### src/rtl/m68k_bus_pkg.sv
// Shared types and constants for the 68000 slave-side bus responder.
package m68k_bus_pkg;

    typedef enum logic [2:0] {
        ST_IDLE = 3'd0,
        ST_REQ  = 3'd1,
        ST_WAIT = 3'd2,
        ST_ACK  = 3'd3,
        ST_IACK = 3'd4,
        ST_BERR = 3'd5
    } state_e;

    localparam logic [2:0]  FC_INT_ACK   = 3'b111;
    localparam logic [19:0] IACK_ADDR_HI = 20'hFFFFF;
    localparam logic [15:0] DATAIN_RST   = 16'hFFFF;

endpackage

### src/rtl/m68k_bus_responder.sv
// 68000 bus slave: forwards AS/DS cycles to a req/ack backend, answers with
// nDTACK after optional wait states, nBERR on timeout, nVPA on interrupt acknowledge.
module m68k_bus_responder
    import m68k_bus_pkg::*;
#(
    parameter int WAIT_STATES = 0,
    parameter int TIMEOUT     = 255
) (
    input  logic        CLK,
    input  logic        RESET,
    input  logic        CLK_EN_68K_P,
    input  logic        CLK_EN_68K_N,
    input  logic [23:1] M68K_ADDR,
    input  logic [15:0] M68K_DATAOUT,
    output logic [15:0] M68K_DATAIN,
    input  logic        nAS,
    input  logic        nUDS,
    input  logic        nLDS,
    input  logic        M68K_RW,
    input  logic        FC2,
    input  logic        FC1,
    input  logic        FC0,
    output logic        nDTACK,
    output logic        nVPA,
    output logic        nBERR,
    output logic        MEM_REQ,
    output logic [23:1] MEM_ADDR,
    output logic        MEM_WE,
    output logic [1:0]  MEM_BE,
    output logic [15:0] MEM_WDATA,
    input  logic [15:0] MEM_RDATA,
    input  logic        MEM_ACK,
    output logic        IACK_STB,
    output logic [2:0]  IACK_LEVEL
);

    localparam logic [7:0] TO_LAST = 8'(TIMEOUT - 1);
    localparam logic [7:0] WS_LAST = 8'(WAIT_STATES - 1);

    state_e      state_q;
    logic [7:0]  cnt_q;
    logic        aborted_q;
    logic [15:0] datain_q;
    logic        dtack_n_q;
    logic        vpa_n_q;
    logic        berr_n_q;
    logic        mem_req_q;
    logic [23:1] mem_addr_q;
    logic        mem_we_q;
    logic [1:0]  mem_be_q;
    logic [15:0] mem_wdata_q;
    logic        iack_stb_q;
    logic [2:0]  iack_level_q;

    logic cyc_start;
    logic is_iack;
    logic unused_clk_en_n;

    // phi2 enable is not needed: every bus decision is taken on phi1.
    assign unused_clk_en_n = CLK_EN_68K_N;

    assign cyc_start = CLK_EN_68K_P && !nAS && (!nUDS || !nLDS);
    assign is_iack   = ({FC2, FC1, FC0} == FC_INT_ACK) && (M68K_ADDR[23:4] == IACK_ADDR_HI);

    always_ff @(posedge CLK or posedge RESET) begin
        if (RESET) begin
            state_q      <= ST_IDLE;
            cnt_q        <= 8'd0;
            aborted_q    <= 1'b0;
            datain_q     <= DATAIN_RST;
            dtack_n_q    <= 1'b1;
            vpa_n_q      <= 1'b1;
            berr_n_q     <= 1'b1;
            mem_req_q    <= 1'b0;
            mem_addr_q   <= '0;
            mem_we_q     <= 1'b0;
            mem_be_q     <= 2'b00;
            mem_wdata_q  <= 16'h0000;
            iack_stb_q   <= 1'b0;
            iack_level_q <= 3'd0;
        end else begin
            iack_stb_q <= 1'b0;
            case (state_q)
                ST_IDLE: begin
                    if (cyc_start) begin
                        if (is_iack) begin
                            vpa_n_q      <= 1'b0;
                            iack_stb_q   <= 1'b1;
                            iack_level_q <= M68K_ADDR[3:1];
                            state_q      <= ST_IACK;
                        end else begin
                            mem_addr_q  <= M68K_ADDR;
                            mem_we_q    <= ~M68K_RW;
                            mem_be_q    <= {~nUDS, ~nLDS};
                            mem_wdata_q <= M68K_DATAOUT;
                            mem_req_q   <= 1'b1;
                            cnt_q       <= 8'd0;
                            aborted_q   <= 1'b0;
                            state_q     <= ST_REQ;
                        end
                    end
                end
                ST_REQ: begin
                    // Once the CPU drops AS the cycle is dead; the backend is still drained.
                    if (nAS) aborted_q <= 1'b1;
                    if (MEM_ACK) begin
                        mem_req_q <= 1'b0;
                        if (!mem_we_q) datain_q <= MEM_RDATA;
                        if (aborted_q || nAS) begin
                            state_q <= ST_IDLE;
                        end else if (WAIT_STATES == 0) begin
                            dtack_n_q <= 1'b0;
                            state_q   <= ST_ACK;
                        end else begin
                            cnt_q   <= 8'd0;
                            state_q <= ST_WAIT;
                        end
                    end else if (CLK_EN_68K_P) begin
                        if (cnt_q == TO_LAST) begin
                            mem_req_q <= 1'b0;
                            if (aborted_q || nAS) begin
                                state_q <= ST_IDLE;
                            end else begin
                                berr_n_q <= 1'b0;
                                state_q  <= ST_BERR;
                            end
                        end else begin
                            cnt_q <= cnt_q + 8'd1;
                        end
                    end
                end
                ST_WAIT: begin
                    if (nAS) begin
                        state_q <= ST_IDLE;
                    end else if (CLK_EN_68K_P) begin
                        if (cnt_q == WS_LAST) begin
                            dtack_n_q <= 1'b0;
                            state_q   <= ST_ACK;
                        end else begin
                            cnt_q <= cnt_q + 8'd1;
                        end
                    end
                end
                ST_ACK: begin
                    if (nAS) begin
                        dtack_n_q <= 1'b1;
                        state_q   <= ST_IDLE;
                    end
                end
                ST_IACK: begin
                    if (nAS) begin
                        vpa_n_q <= 1'b1;
                        state_q <= ST_IDLE;
                    end
                end
                ST_BERR: begin
                    if (nAS) begin
                        berr_n_q <= 1'b1;
                        state_q  <= ST_IDLE;
                    end
                end
                default: state_q <= ST_IDLE;
            endcase
        end
    end

    assign M68K_DATAIN = datain_q;
    assign nDTACK      = dtack_n_q;
    assign nVPA        = vpa_n_q;
    assign nBERR       = berr_n_q;
    assign MEM_REQ     = mem_req_q;
    assign MEM_ADDR    = mem_addr_q;
    assign MEM_WE      = mem_we_q;
    assign MEM_BE      = mem_be_q;
    assign MEM_WDATA   = mem_wdata_q;
    assign IACK_STB    = iack_stb_q;
    assign IACK_LEVEL  = iack_level_q;

endmodule

### config.mk
export PLATFORM = sky130hd
export DESIGN_NAME = m68k_bus_responder
export DESIGN_NICKNAME = d
export VERILOG_FILES = /design/src/rtl/m68k_bus_pkg.sv /design/src/rtl/m68k_bus_responder.sv
export SDC_FILE = /design/constraint.sdc
export NUM_CORES = 1
export LEC_CHECK = 0
export BUFFER_PORTS_ARGS = -buffer_cell sky130_fd_sc_hd__buf_2
export CAP_MARGIN = 20
export CELL_PAD_IN_SITES_DETAIL_PLACEMENT = 0
export CELL_PAD_IN_SITES_GLOBAL_PLACEMENT = 1
export CORE_MARGIN = 3
export CORE_UTILIZATION = 41
export DETAILED_ROUTE_END_ITERATION = 8
export GPL_TIMING_DRIVEN = 0
export MAX_ROUTING_LAYER = met4
export PLACE_DENSITY = 0.85
export SLEW_MARGIN = 25
export SYNTH_ARGS = -nofsm -noshare
export SYNTH_HDL_FRONTEND = slang
export SYNTH_SLANG_ARGS = --single-unit
### constraint.sdc
create_clock -name CLK -period 4.3 [get_ports CLK]
set_input_delay 0.43 -clock CLK [delete_from_list [all_inputs] [get_ports CLK]]
set_output_delay 0.43 -clock CLK [all_outputs]
set_load 0.005 [all_outputs]
==> summary.md <==
| Metric | Value |
|---|---|
| Status | completed |
| Post-synth ARST share | between 90% and 100% |
| CTS tree | done |
| Drt via density | 5.20 |
| Final Hold Fails | 0 |
| Largest net degree at the start of global routing | 52 |
| Antenna violations before repair | 0 |
| Setup violators final | 0 |
| Fin util | 55.2% |
| Routability cong. | ~0.86 |
| Synth warn | 0 |
| Crit path to | MEM_WDATA[11]$_DFFE_PP0P_ |
| Seq/Total Area, Yosys | between 50% and 60% |
| CTS Hold Buffers Added | 0 |
| M2 GR Usage | 29.9% |
| Post-synth EDFFs | 0 |
| Core area | between 0.008 and 0.009 sq mm |
| Starting Density | between 40% and 50% |
| Final wirelength | 8510 microns |
| Reg2reg setup slack | approximately 2.1 ns |
| TritonCTS buffer count | 9 |
| CP Class | reg -> reg |
| Worst IR Drop VDD | around 0.00028 V |
| Final TNS setup | 0 ns |
| ANT cells | 0 |
| Post-synth top area share | a little over 40% |
| Slew @ Worst Pin | between 0.7 and 0.8 ns |
| Worst-path clk slew | around 0.08 ns |
| Synth top area cells | dfrtp_1, mux2_4, dfstp_2 |
| Final worst path period need | roughly 2.2 ns |
| Crit start category | flip-flop |
| Fin nets | 477 |
| Crit-path max FO | 10 |
| Critical Path Start | state_q[2]$_DFFE_PP0P_ |
| Wire per inst | 16.4 microns |
| GR peak layer | met2 |
| Slew Limit Fails | 0 |
| PortBufs | 130 |
| Congestion Overflow GR | 0 |
| Die height | roughly 100 microns |
| # H-tree levels | 3 |
| Final ANT Viol Nets | 0 |
| DRT iter0 DRCs | around 100 |
| Cell taking the most area after synthesis | dfrtp_1 |
| Layout overhead on the synthesized area | 28.7% |
| Post-CTS Resized | 0 |
| CP Data Arrival Time | about 2.5 ns |
| # rows | 33 |
| Gr usage total | approximately 18% |
| Vias in the first global route | around 2800 |
| Post-CTS Setup Bufs | 0 |
| Post-synthesis cell area | roughly 0.0036 sq mm |
| R2R Path End | MEM_WDATA[11]$_DFFE_PP0P_ |
| Setup repair after global routing missed its margin | false |
| Hpwl dp | 6600 microns |
| Crit path capture type | flip-flop |
| Peak Freq | 445 MHz |
| Clock skew | roughly 0.013 ns |
| Root Driver | clkbuf_8 |
| Worst skew pair latency | around 0.34 ns |
| Syn Nets | between 300 and 400 |
| Hold Path Class | in -> async |
| Power density over the cells | just under 700 mW/mm^2 |
| Yosys cell types | 43 |
| Crit share post-route | approximately 52% |
| Clock Tree Buf Depth | 2 |
| Global Route met3 Usage | about 4% |
| P_leak | approximately 2.2 nW |
| First-pass GRT wire length | ~14000 microns |
| Number of remaining DRC errors | 0 |
| Yosys reg bits | 78 |
| Die width | 99.7 microns |
| CP required | between 4 and 5 ns |
| FF-to-FF path depth | 5 |
| FF-to-FF Start | state_q[2]$_DFFE_PP0P_ |
| Post-Synthesis Cells | approximately 270 |
| Setup ws final | ~2.1 ns |
| Place WS | between 1.5 and 2 ns |
| Slew HR | between 40% and 50% |
| Clock Sinks | slightly below 80 |
| Met1 GRT Util | 22.9% |
| Detailed-route via count | between 2000 and 3000 |
| Max Cap Viol | 0 |
| Avg Cell Area, Syn | between 10 and 15 sq um |
| Layout cell share with drive strength beyond 1 | 57.9% |
| Drt pass-1 iters | 4 |
| Num ports | approximately 130 |
| Dominant synthesized flop cell | dfrtp_1 |
| Die ar. | a little under 0.01 sq mm |
[worst min path at each step]
stage                          from                        end  slack (ns)  depth (start not counted)
2_1_floorplan  cnt_q[7]$_DFFE_PP0P_       cnt_q[7]$_DFFE_PP0P_        0.45                          1
3_3_place_gp       nVPA$_DFFE_PP1P_           nVPA$_DFFE_PP1P_        0.47                          2
3_5_place_dp                  RESET  MEM_WDATA[10]$_DFFE_PP0P_        0.43                          2
4_1_cts                       RESET   MEM_WDATA[9]$_DFFE_PP0P_        0.06                          2
5_1_grt                       RESET   MEM_WDATA[9]$_DFFE_PP0P_        0.07                          2
6_report                      RESET  MEM_WDATA[10]$_DFFE_PP0P_        0.06                          2
[metrics by stage]
stage	hold WS (ns)	instance area, sq um	std cells	power [mW]
floorplan	0.452	3600	266	2.08
global placement	0.471	4380	501	2.53
detailed placement	0.433	4410	502	2.59
CTS	0.0588	4630	518	3.20
global route	0.0733	4630	518	3.38
finish	0.0628	4630	518	3.16
[cell type report]
type                       count  area, sq um
timing repair buffer         131          678
tap                          105          131
buffer                        10         90.1
sequential                    78         1980
multi-input combinational    169         1500
inverter                       9         36.3
clock buffer                   9          124
clock inverter                 7         96.3
fill                         714         3750
[kinds of logic after synthesis]
logic type / share of synthesized area [%]
compound gates: 9.05
fa+ha+maj: 0.696
buf+inv: 3.44
flops: 54.9
mux: 22.3
simple gates: 9.57
[report_power, final]
part,internal (mW),switching (mW),leakage [nW]
Clock,0.329,0.272,0.114
Combinational,0.709,0.548,1.19
Sequential,1.12,0.179,0.921
[flip-flops by register name (all words and copies together), names as in the netlist, 2 cells and up]
signal / cells
MEM_ADDR: 23
M68K_DATAIN: 16
MEM_WDATA: 16
cnt_q: 8
IACK_LEVEL: 3
state_q: 3
MEM_BE: 2
[worst max-delay path, cell delays in order (launching register included)]
cell,delay (ns)
dfrtp_1,0.41
buf_6,0.16
or3_4,0.40
a211oi_4,0.58
buf_6,0.26
mux2_4,0.32
[cells in the final DEF, fill, tap and decap left out, types with 2 or more instances in the layout]
cell / n
buf_2: 133
dfrtp_1: 59
mux2_4: 34
mux2_2: 24
dfstp_2: 19
nand2_1: 13
a21oi_1: 12
nor2_1: 10
clkbuf_8: 9
inv_1: 8
nand4_1: 7
a31oi_1: 7
nand3_1: 6
nand2b_1: 6
o21ai_0: 6
and3_1: 5
nor2b_1: 4
nor3_1: 4
buf_8: 3
nor4_2: 2
clkbuf_1: 2
buf_6: 2
and2_1: 2
a41oi_1: 2
o41ai_1: 2
o21bai_1: 2
o31ai_1: 2
o2bb2ai_1: 2
ha_1: 2
clkinv_2: 2
bufinv_16: 2
clkinv_4: 2
[synth_stat cells, types with 3 or more instances]
library cell	instances
a31oi_1	7
and3_1	5
nand2b_1	6
dfrtp_1	59
a21oi_1	12
mux2_2	24
o21ai_0	6
nor2b_1	4
buf_2	3
nor2_1	10
nand2_1	13
dfstp_2	19
mux2_4	34
inv_1	9
nor3_1	4
buf_8	3
nand4_1	7
nand3_1	6
[per-layer routing]
layer / vias to the layer above / routed length [microns]
li1: 1252 / -
met1: 1320 / 3640
met2: 106 / 4190
met3: 14 / 514
met4: 0 / 167
met5: - / 0
No activity file was read; power rests on OpenSTA's default activity.
